File: src/rtl/adder_seq.sv
// adder_seq: multi-cycle adder that sums WIDTH-bit operands CHUNK bits per
// clock. A start request latches the operands. The chunks are then added
// least-significant first, and the carry is held in a register between chunks.
// The registered sum and carry-out change only when the final chunk completes.
//
// Optional feature: define ADDER_SEQ_SUBTRACT_EN to add a 'sub' input port.
// With sub=1 the block computes in_1 + ~in_2 + 1. In that mode carry_out=1
// means there was no borrow.
module adder_seq #(
  parameter int WIDTH = 32,
  parameter int CHUNK = 8
) (
  input  logic             clk,
  input  logic             reset_n,
  input  logic             start,
  input  logic [WIDTH-1:0] in_1,
  input  logic [WIDTH-1:0] in_2,
  input  logic             carry_in,
`ifdef ADDER_SEQ_SUBTRACT_EN
  input  logic             sub,
`endif
  output logic             busy,
  output logic             done,
  output logic [WIDTH-1:0] out_put,
  output logic             carry_out
);

  localparam int N     = WIDTH / CHUNK;
  localparam int CNT_W = (N > 1) ? $clog2(N) : 1;

  // Reject configurations that cannot be split into whole chunks.
  if (CHUNK < 1 || CHUNK > WIDTH || (WIDTH % CHUNK) != 0) begin : g_bad_cfg
    $error("adder_seq: CHUNK must divide WIDTH and satisfy 1 <= CHUNK <= WIDTH");
  end

  typedef enum logic [1:0] {
    IDLE = 2'd0,
    RUN  = 2'd1,
    DONE = 2'd2
  } state_t;

  state_t             state_q, state_d;
  logic [WIDTH-1:0]   a_q, b_q;      // operands, shifted down one chunk per step
  logic [WIDTH-1:0]   sum_q;         // partial sum, filled from the top down
  logic               carry_q;       // carry between chunks
  logic [CNT_W-1:0]   cnt_q;         // index of the chunk being added

  logic               accept;
  logic               last_chunk;
  logic [CHUNK:0]     chunk_sum;
  logic [WIDTH-1:0]   chunk_ext;
  logic [WIDTH-1:0]   sum_next;
  logic [WIDTH-1:0]   b_load;
  logic               carry_load;

  // A start request is honoured in IDLE and DONE. It is ignored while running.
  assign accept     = start && (state_q != RUN);
  assign last_chunk = (cnt_q == CNT_W'(N - 1));

  // Add the low chunk of the shifted operands plus the carry that was held.
  assign chunk_sum = {1'b0, a_q[CHUNK-1:0]} + {1'b0, b_q[CHUNK-1:0]}
                   + {{CHUNK{1'b0}}, carry_q};

  // Shift the partial sum down and insert the new chunk at the top.
  // After N steps, chunk 0 ends up at bit 0.
  assign chunk_ext = WIDTH'(chunk_sum[CHUNK-1:0]);
  assign sum_next  = (sum_q >> CHUNK) | (chunk_ext << (WIDTH - CHUNK));

  // Select the operand and carry that are loaded at start.
  // Subtraction is stored as an inverted second operand with a forced carry.
`ifdef ADDER_SEQ_SUBTRACT_EN
  assign b_load     = sub ? ~in_2 : in_2;
  assign carry_load = sub ? 1'b1 : carry_in;
`else
  assign b_load     = in_2;
  assign carry_load = carry_in;
`endif

  // State register with synchronous reset.
  always_ff @(posedge clk) begin
    // NOTE: sequential state uses non-blocking (<=) so every register samples
    // pre-edge values; blocking here would create order-dependent races.
    if (!reset_n) state_q <= IDLE;
    else          state_q <= state_d;
  end

  // Next-state logic and status outputs decoded from the current state.
  always_comb begin
    // NOTE: every output of this block is given a default first, so no path
    // leaves it unassigned and no latch is inferred.
    state_d = state_q;
    busy    = 1'b0;
    done    = 1'b0;
    unique case (state_q)
      IDLE: begin
        if (start) state_d = RUN;
      end
      RUN: begin
        busy = 1'b1;
        if (last_chunk) state_d = DONE;
      end
      DONE: begin
        done    = 1'b1;
        state_d = start ? RUN : IDLE;
      end
      default: state_d = IDLE;
    endcase
  end

  // Datapath: latch operands on accept, then add one chunk per RUN cycle.
  // The visible result is written only on the last chunk.
  always_ff @(posedge clk) begin
    // NOTE: every datapath register is reset. Reset clears the counter, the
    // carry, the result and any partial sum from an aborted operation.
    if (!reset_n) begin
      a_q       <= '0;
      b_q       <= '0;
      sum_q     <= '0;
      carry_q   <= 1'b0;
      cnt_q     <= '0;
      out_put   <= '0;
      carry_out <= 1'b0;
    end else if (accept) begin
      a_q     <= in_1;
      b_q     <= b_load;
      carry_q <= carry_load;
      sum_q   <= '0;
      cnt_q   <= '0;
    end else if (state_q == RUN) begin
      a_q     <= a_q >> CHUNK;
      b_q     <= b_q >> CHUNK;
      sum_q   <= sum_next;
      carry_q <= chunk_sum[CHUNK];
      cnt_q   <= cnt_q + CNT_W'(1);
      if (last_chunk) begin
        out_put   <= sum_next;
        carry_out <= chunk_sum[CHUNK];
      end
    end
  end

endmodule

File: config.mk
export PLATFORM = sky130hd
export DESIGN_NAME = adder_seq
export DESIGN_NICKNAME = d
export VERILOG_FILES = /design/src/rtl/adder_seq.sv
export SDC_FILE = /design/constraint.sdc
export NUM_CORES = 1
export LEC_CHECK = 0
export BUFFER_PORTS_ARGS = -buffer_cell sky130_fd_sc_hd__buf_4
export CAP_MARGIN = 30
export CORE_MARGIN = 2
export CORE_UTILIZATION = 61
export CTS_BUF_LIST = sky130_fd_sc_hd__clkbuf_4 sky130_fd_sc_hd__clkbuf_8
export CTS_CLUSTER_DIAMETER = 80
export CTS_CLUSTER_SIZE = 10
export DETAILED_ROUTE_END_ITERATION = 7
export PLACE_DENSITY = 0.87
export RECOVER_POWER = 100
export SETUP_SLACK_MARGIN = 0.5
export SLEW_MARGIN = 0
export SYNTH_ARGS = -nofsm -noshare
export SYNTH_HDL_FRONTEND = slang
export SYNTH_SLANG_ARGS = --single-unit
File: constraint.sdc
create_clock -name clk -period 3.8 [get_ports clk]
set_input_delay 0.76 -clock clk [delete_from_list [all_inputs] [get_ports clk]]
set_output_delay 0.76 -clock clk [all_outputs]
set_load 0.005 [all_outputs]
==> results_dict.tcl, run 1 <==
set metrics [dict create \
    cts_setup_buffers 0 \
    crit_family "buffers and inverters" \
    async_flop_share_pct 0 \
    place.gp.congestion 0.866 \
    layout-drive-gt1-share_pct 19.9 \
    dr.pass1.iters 4 \
    path_depth 6 \
    r2r_start "state_q[1]" \
    h-tree-depth 4 \
    gr-total-overflow 0 \
    cp_cell_sequence "nand2b_1 -> inv_4 -> and2_0 -> clkbuf_1 -> nor2_1 -> a211oi_1" \
    synth.distinct_cells 36 \
    syn2layout_area_growth_pct 21.6 \
    cts_root_buf "clkbuf_8" \
    die_h_um 96.3 \
    die_x_um 96.3 \
    syn_avg_cell_area_um2 8.98 \
    core-area_um2 8220 \
    nNetsFinal 739 \
    grt_pass1_vias 4091 \
    grt_max_degree 103 \
    drt_iter0_drc 196 \
    postLayoutCellArea_um2 6310 \
    finalCriticalPeriod_ns 2.61 \
    endpoint "out_put[25]" \
    slew_violations 27 \
    violations "max-capacitance violations, max-slew violations" \
    fin_crit_sh_pct 68.6 \
    antenna_left 0 \
    cts_num_sinks 126 \
    critPathKind "register to register" \
    netlist_instances 578 \
    status "complete, but fails checks" \
    ys_seq_elements 126 \
    maxCapViolCount 1 \
    synth-seq-area-share_pct 48.6 \
    fill_cells 604 \
    vias 4314 \
    path_buf_inv 2 \
    clk_latency_ns 0.42 \
    place_area_um2 5920 \
    drc 0 \
    seq_area_um2 2520 \
    critPathCaptureType "register" \
    p_leak_nw 2.66 \
    dp_hpwl_um 8020 \
    slew-limit-headroom_pct -14.5 \
    grtUsageTotal_pct 26.1 \
    setup_viol_count_final 0 \
    whs_path_depth 2 \
    cts_tree "yes" \
    synth_warnings 0 \
    final_core_util_pct 76.8 \
    clock_skew_ns 0.0117 \
    antenna_cells 0 \
    rrSetupSlack_ns 1.19 \
    cpPeakStageDelay_ns 0.69 \
    p_per_area_nw_per_um2 478 \
    syn_nets 656 \
    cp-start-kind "register" \
    path_max_fanout 32 \
    placedCellCount 746 \
    rsz0062_at_grt "no" \
    wire_per_inst_um 14.9 \
    required_ns 4.12 \
    fp.dieArea_um2 9260 \
    numCtsBuffers 17 \
    synth-main-ff-cell "dfxtp_1" \
    multi_input_area_um2 2380 \
    crit_start "state_q[1]" \
    cp_data_arrival_time_ns 2.92 \
    io_buffers 102 \
    tightestPinTransition_ns 1.71 \
    synth_edf_count 0 \
    antenna_found_initial 0 \
    start_util_pct 63.2 \
    synth_area_um2 5190 \
    viasPerCell 5.54 \
    min_path_type "register to register" \
    ctsResizeCount 0 \
    path_clk_slew_ns 0.07 \
    wirelength_um 11600 \
    ctsHoldBuffers 0 \
    max_freq_mhz 384 \
    slowest_stage "clkbuf_1" \
    final_cells 779 \
    num_rows 33 \
    grt_pass1_wl_um 18700 \
    worst_r2r_endpoint "out_put[25]" \
    irDropWorstVdd_mv 0.317 \
    clock_path_buffers 2 \
    ios 103 \
    finalHoldViolations 0 \
    reg2regPathDepth 6 \
    tns_ns 0 \
]
[cells in the final DEF, fill, tap and decap left out, drive strengths merged]
cell / Yosys / final
dfxtp: 126 / 126
nand2: 108 / 108
buf: 28 / 71
nor2: 70 / 70
mux2i: 64 / 64
clkbuf: 16 / 59
a21oi: 57 / 57
a211oi: 50 / 50
o21ai: 11 / 11
ha: 8 / 8
inv: 7 / 7
o211ai: 4 / 4
nand3: 4 / 4
clkinvlp: 0 / 4
nand2b: 3 / 3
o22ai: 3 / 3
xnor2: 3 / 3
bufinv: 0 / 3
clkinv: 0 / 3
xor2: 2 / 2
nand3b: 2 / 2
fa: 2 / 2
and2: 2 / 2
nor2b: 1 / 1
nor3: 1 / 1
and3: 1 / 1
a21o: 1 / 1
or3: 1 / 1
a31o: 1 / 1
o21a: 1 / 1
a221oi: 1 / 1
[registers in the layout, indices dropped and copies added (netlist names)]
name,count
a_q,32
b_q,32
out_put,32
sum_q,24
cnt_q,2
state_q,2
carry_out,1
carry_q,1
[metrics by stage]
step | power (mW) | setup slack (ns) | hold slack (ns)
floorplan | 1.69 | 1.90 | 0.432
global placement | 1.79 | 1.58 | 0.444
detailed placement | 1.81 | 1.54 | 0.448
CTS | 3.02 | 1.57 | 0.458
global route | 3.13 | 0.958 | 0.476
finish | 3.02 | 1.19 | 0.455
[worst min-delay path by stage]
stage	to	from
after detailed placement	out_put[5]	out_put[5]
after CTS	out_put[5]	out_put[5]
after global routing	out_put[1]	sum_q[9]
final	out_put[5]	out_put[5]
after floorplan	out_put[0]	sum_q[8]
after global placement	out_put[0]	sum_q[8]
[tightest hold or removal path: stages (launching register included)]
cell and delay (ns):
dfxtp_1 0.31, nand2_1 0.05, a21oi_1 0.05
[cell type report]
type / count / area share [%]
flip-flops and latches: 126 / 40.0
multi-input cells: 401 / 37.8
repair buffers: 108 / 12.9
clock buffers: 22 / 4.70
clock inverters: 10 / 2.14
well taps: 105 / 2.08
inverters: 7 / 0.456
[power by group]
part	leakage [nW]	total [mW]	switching (mW)	internal, mW
Sequential	1.03	1.43	0.0450	1.39
Combinational	1.41	0.349	0.189	0.159
Clock	0.210	1.24	0.514	0.723
Total	2.66	3.02	0.748	2.27
[kinds of logic after synthesis]
group,synth area share [%]
xor+xnor,0.844
compound gates,15.7
flops,48.6
simple gates,14.7
buf+inv,5.13
mux,12.3
fa+ha+maj,2.70
[synth_stat cells, drive strengths merged (2+ instances only)]
library cell / n / area share [%]
nand3: 4 / 0.39
o22ai: 3 / 0.36
a21oi: 57 / 5.5
and2: 2 / 0.24
nor2: 70 / 5.1
mux2i: 64 / 12
inv: 7 / 0.55
xnor2: 3 / 0.51
dfxtp: 126 / 49
nand2: 108 / 7.9
ha: 8 / 1.9
xor2: 2 / 0.34
o211ai: 4 / 0.58
nand3b: 2 / 0.29
fa: 2 / 0.77
clkbuf: 16 / 1.2
o21ai: 11 / 1.1
buf: 28 / 3.4
a211oi: 50 / 7.4
nand2b: 3 / 0.36
[metal layers]
metal	track usage, %	share of wire [%]
met1	30.3	42
met2	45.9	51
met3	7.28	5.1
met4	9.05	1.9
met5	0	0
Note: power is estimated with default switching activity, not from simulation.
==> run 2: changes to the inputs <==
CORE_UTILIZATION = 57   (was 61)
PLACE_DENSITY = 0.82   (was 0.87)
clock period = 2.51 ns   (was 3.8 ns; I/O delays follow)
==> run 2 against run 1 <==
The flow now finishes without violations. Wire length up 2.1%. Non-clock buffer count grew 3. Clock power rose by 48%. Register-to-register slack worse by 0.77 ns. Critical path depth grew 1. Die area is 6.7% higher. Sequential cell count unchanged. Largest cell class unchanged. Largest power group unchanged.
==> results_dict.tcl, run 2 (synthesis gave the netlist of run 1 again) <==
set metrics [dict create \
    status "completed" \
    final_core_util_pct 72.9 \
    finalHoldViolations 0 \
    grt_pass1_vias 4263 \
    num_rows 34 \
    place.gp.congestion 0.836 \
    antenna_found_initial 0 \
    die_x_um 99.4 \
    clock_skew_ns 0.0125 \
    vias 4307 \
    critPathCaptureType "register" \
    grtUsageTotal_pct 25.0 \
    slew-limit-headroom_pct 27.2 \
    required_ns 2.79 \
    drt_iter0_drc 195 \
    wire_per_inst_um 15.1 \
    cts_root_buf "clkbuf_8" \
    nNetsFinal 742 \
    dr_wl_met2_um 5850 \
    top_layer "met4" \
    cts_tree "yes" \
    path_buf_inv 1 \
    tns_ns 0 \
    dp_hpwl_um 7920 \
    slew_violations 0 \
    layout-drive-gt1-share_pct 22.7 \
    grt_pass1_wl_um 19600 \
    cp_data_arrival_time_ns 2.36 \
    grt_max_degree 124 \
    io_buffers 102 \
    postLayoutCellArea_um2 6390 \
    h-tree-depth 4 \
    numCtsBuffers 17 \
    worst_slack_ns 0.427 \
    seq_area_um2 2530 \
    place_area_um2 5960 \
    antenna_left 0 \
    rsz0062_at_grt "yes" \
    critPathKind "register to register" \
    cts_num_sinks 126 \
    final_cells 785 \
    wl_met1_um 5020 \
    die_h_um 99.4 \
    irDropWorstVdd_mv 0.541 \
    fin_crit_sh_pct 83.0 \
    min_path_type "input pin to register" \
    final_cell_mix "123 x dfxtp_1, 107 x nand2_1, 70 x nor2_1, 70 x buf_4, 64 x mux2i_1" \
    multi_input_area_um2 2410 \
    path_clk_slew_ns 0.08 \
    p_leak_nw 2.71 \
    tightestPinTransition_ns 1.09 \
    max_freq_mhz 480 \
    clk_latency_ns 0.43 \
    wirelength_um 11900 \
    top_regs "a_q x32, b_q x32, out_put x32" \
    start_util_pct 59.2 \
    viasPerCell 5.49 \
    hold_slack_ns 0.303 \
    clock_path_buffers 2 \
    fp.dieArea_um2 9890 \
    crit_family "compound AO/OA/AOI/OAI gates" \
    finalCriticalPeriod_ns 2.08 \
    cp_cell_sequence "fa_1 -> clkbuf_4 -> a211oi_1 -> o21ai_0 -> o21ai_0 -> mux2i_1 -> o21ai_0" \
    dp_slack_ns 0.447 \
    cpPeakStageDelay_ns 0.46 \
    syn2layout_area_growth_pct 23.1 \
    path_max_fanout 3 \
    setup_viol_count_final 0 \
    finalPower_mw 4.53 \
    slowest_stage "fa_1" \
    antenna_cells 0 \
    routed-wl-met3_um 734 \
    crit_top_cell "o21ai_0" \
    p_per_area_nw_per_um2 710 \
    ios 103 \
    gr-total-overflow 0 \
    cp-start-kind "register" \
    fill_cells 675 \
    dr.pass1.iters 4 \
    final_common_cell "dfxtp_1" \
    placedCellCount 752 \
    drc 0 \
    core-area_um2 8760 \
    maxCapViolCount 0 \
]
run 2: changes by cell type in the layout (fill, tap and decap cells not counted), sizes merged:
cell	delta
clkbuf	-4
clkinv	+5
buf	+3
clkinvlp	-3
inv	+2
run 2: layout make-up:
cell class,count,share of cell area (%)
well taps,108,2.12
inverters,7,0.450
flip-flops and latches,126,39.6
clock inverters,14,2.60
clock buffers,18,3.88
repair buffers,111,13.6
multi-input cells,401,37.8
run 2: path summary, 6_finish.rpt:
check	startpoint	endpoint	slack (ns)	depth (start not counted)
worst min-delay path	in_1[28]	a_q[28]	0.30	3
worst max-delay path	carry_q	sum_q[29]	0.43	7
worst max register to register	carry_q	sum_q[29]	0.43	7
worst min register to register	out_put[14]	out_put[14]	0.46	2
run 2: worst reg2reg max path: cells and delay by family, from the launching register on:
kind / cells / cell delay (ns)
buffers and inverters: 1 / 0.16
AOI/OAI and AO/OA: 4 / 0.73
DFF: 1 / 0.36
adders and majority gates: 1 / 0.46
muxes: 1 / 0.24
run 2: timing repair:
item                       in CTS  in global routing
setup endpoints to repair       4                  4
pin swaps                       1                  2
hold buffers                    0                  0
gates resized for setup         5                  5
buffers inserted                0                  1
run 2: where the power goes:
group	total (mW)	switching [mW]	internal (mW)
Combinational	0.538	0.291	0.246
Sequential	2.17	0.0677	2.10
Clock	1.83	0.816	1.01
run 2: per-layer routing:
metal | up-vias | global-route usage, %
li1 | 2161 | -
met1 | 1987 | 29.8
met2 | 136 | 41.6
met3 | 23 | 8.01
met4 | 0 | 10.7
met5 | - | 0
==> run 3: changes to the inputs <==
CORE_UTILIZATION = 51   (was 57)
PLACE_DENSITY = 0.78   (was 0.82)
clock period = 1.9 ns   (was 2.51 ns; I/O delays follow)
==> run 3 against run 2 <==
The run now ends with negative setup slack left. Fmax increased by 9.2%. Final area rose by 6.8%. Sequential power grew 32%. Global-route usage is 1.6 points lower. Register-to-register slack worse by 0.43 ns. Die area increased by 11%. Sequential cell count is the same. Hold slack worse by 0.13 ns. Setup slack lost 0.43 ns.
==> results_dict.tcl, run 3 (synthesis gave the netlist of run 1 again) <==
set metrics [dict create \
    dp_hpwl_um 8010 \
    slowest_stage "fa_2" \
    cp_data_arrival_time_ns 2.21 \
    start_util_pct 52.9 \
    tightestPinTransition_ns 0.497 \
    maxCapViolCount 0 \
    critPathKind "register to register" \
    drt_iter0_drc 173 \
    fin_crit_sh_pct 100 \
    slew_violations 0 \
    path_clk_slew_ns 0.08 \
    cp-start-kind "register" \
    cpPeakStageDelay_ns 0.40 \
    antenna_left 0 \
    antenna_found_initial 0 \
    numCtsBuffers 17 \
    hold_slack_ns 0.174 \
    nNetsFinal 762 \
    p_per_area_nw_per_um2 935 \
    irDropWorstVdd_mv 0.648 \
    gr-total-overflow 0 \
    vias 4508 \
    slew-limit-headroom_pct 66.8 \
    crit_top_cell "fa_2" \
    grt_max_degree 63 \
    placedCellCount 782 \
    die_x_um 105 \
    syn2layout_area_growth_pct 31.4 \
    grtUsageTotal_pct 23.4 \
    io_buffers 102 \
    wire_per_inst_um 15.7 \
    seq_area_um2 2530 \
    final_cell_mix "121 x dfxtp_1, 119 x buf_4, 107 x nand2_1" \
    p_leak_nw 2.92 \
    top_regs "a_q x32, b_q x32, out_put x32" \
    clock_skew_ns 0.00983 \
    rsz0062_at_grt "yes" \
    dp_slack_ns -0.0103 \
    max_freq_mhz 524 \
    multi_input_area_um2 2510 \
    drc 0 \
    h-tree-depth 4 \
    fp.dieArea_um2 11000 \
    cts_num_sinks 126 \
    required_ns 2.21 \
    fill_cells 791 \
    cts_tree "yes" \
    viasPerCell 5.43 \
    antenna_cells 0 \
    grt_pass1_wl_um 20600 \
    dr.pass1.iters 5 \
    final_core_util_pct 69.5 \
    num_rows 36 \
    setup_viol_count_final 4 \
    final_cells 830 \
    finalHoldViolations 0 \
    final_common_cell "dfxtp_1" \
    finalCriticalPeriod_ns 1.91 \
    layout-drive-gt1-share_pct 27.4 \
    ios 103 \
    core-area_um2 9820 \
    wirelength_um 13000 \
    path_max_fanout 2 \
    clk_latency_ns 0.43 \
    violations "negative setup slack" \
    worst_slack_ns -0.00706 \
    status "complete, but fails checks" \
    clock_path_buffers 2 \
    place.gp.congestion 0.893 \
    cp_cell_sequence "fa_2 -> inv_2 -> fa_2 -> nand2b_4 -> a21oi_4 -> a211oi_4 -> xor2_1 -> o22ai_1" \
    ctsHoldBuffers 0 \
    grt_pass1_vias 4250 \
    critPathCaptureType "register" \
    cts_root_buf "clkbuf_8" \
    min_path_type "input pin to register" \
    die_h_um 105 \
]
==> run 3: per-layer routing <==
layer	vias to the layer above	track usage [%]	wire, µm
met1	2135	28.3	5500
met3	28	7.99	811
met4	0	7.24	287
met2	142	39.3	6400
met5	-	0	0
li1	2203	-	-
==> run 3: timing repair <==
action	4_1_cts	5_1_grt
pin swaps	6	13
gates resized for setup	18	17
gates cloned	1	1
setup buffers	8	6
endpoints found under the setup margin	44	69
==> run 3: critical path, delay by kind of cell, from the launching register on <==
| kind | cells | cell delay (ns) |
|---|---|---|
| fa+ha+maj | 2 | 0.59 |
| compound gates | 3 | 0.42 |
| flops | 1 | 0.34 |
| xor+xnor | 1 | 0.22 |
| simple gates | 1 | 0.14 |
| buf+inv | 1 | 0.07 |
==> run 3: worst paths after layout <==
path / startpoint / endpoint / slack [ns] / cells past startpoint
worst max-delay path: b_q[0] / sum_q[30] / -0.007 / 8
worst min-delay path: in_1[26] / a_q[26] / 0.17 / 3
worst max register to register: b_q[0] / sum_q[30] / -0.007 / 8
worst min register to register: out_put[3] / out_put[3] / 0.46 / 2
==> run 3: cell type report <==
| cell class | instances | share of cell area [%] |
|---|---|---|
| flip-flops and latches | 126 | 37.1 |
| multi-input cells | 401 | 36.9 |
| well taps | 133 | 2.44 |
| inverters | 7 | 0.495 |
| clock buffers | 17 | 3.43 |
| clock inverters | 15 | 3.28 |
| repair buffers | 131 | 16.4 |
==> run 3: stage by stage <==
stage,TNS (ns),area [µm²],total power [mW]
CTS,0,6660,6.35
global route,-0.585,6820,6.64
floorplan,0,5220,3.40
global placement,0,6050,3.62
detailed placement,-0.0103,6050,3.64
finish,-0.0153,6820,6.38
==> run 3: power breakdown <==
part           switching [mW]  total (mW)  internal, mW
registers              0.0905        2.87          2.78
clock network            1.17        2.65          1.48
logic                   0.454       0.860         0.406
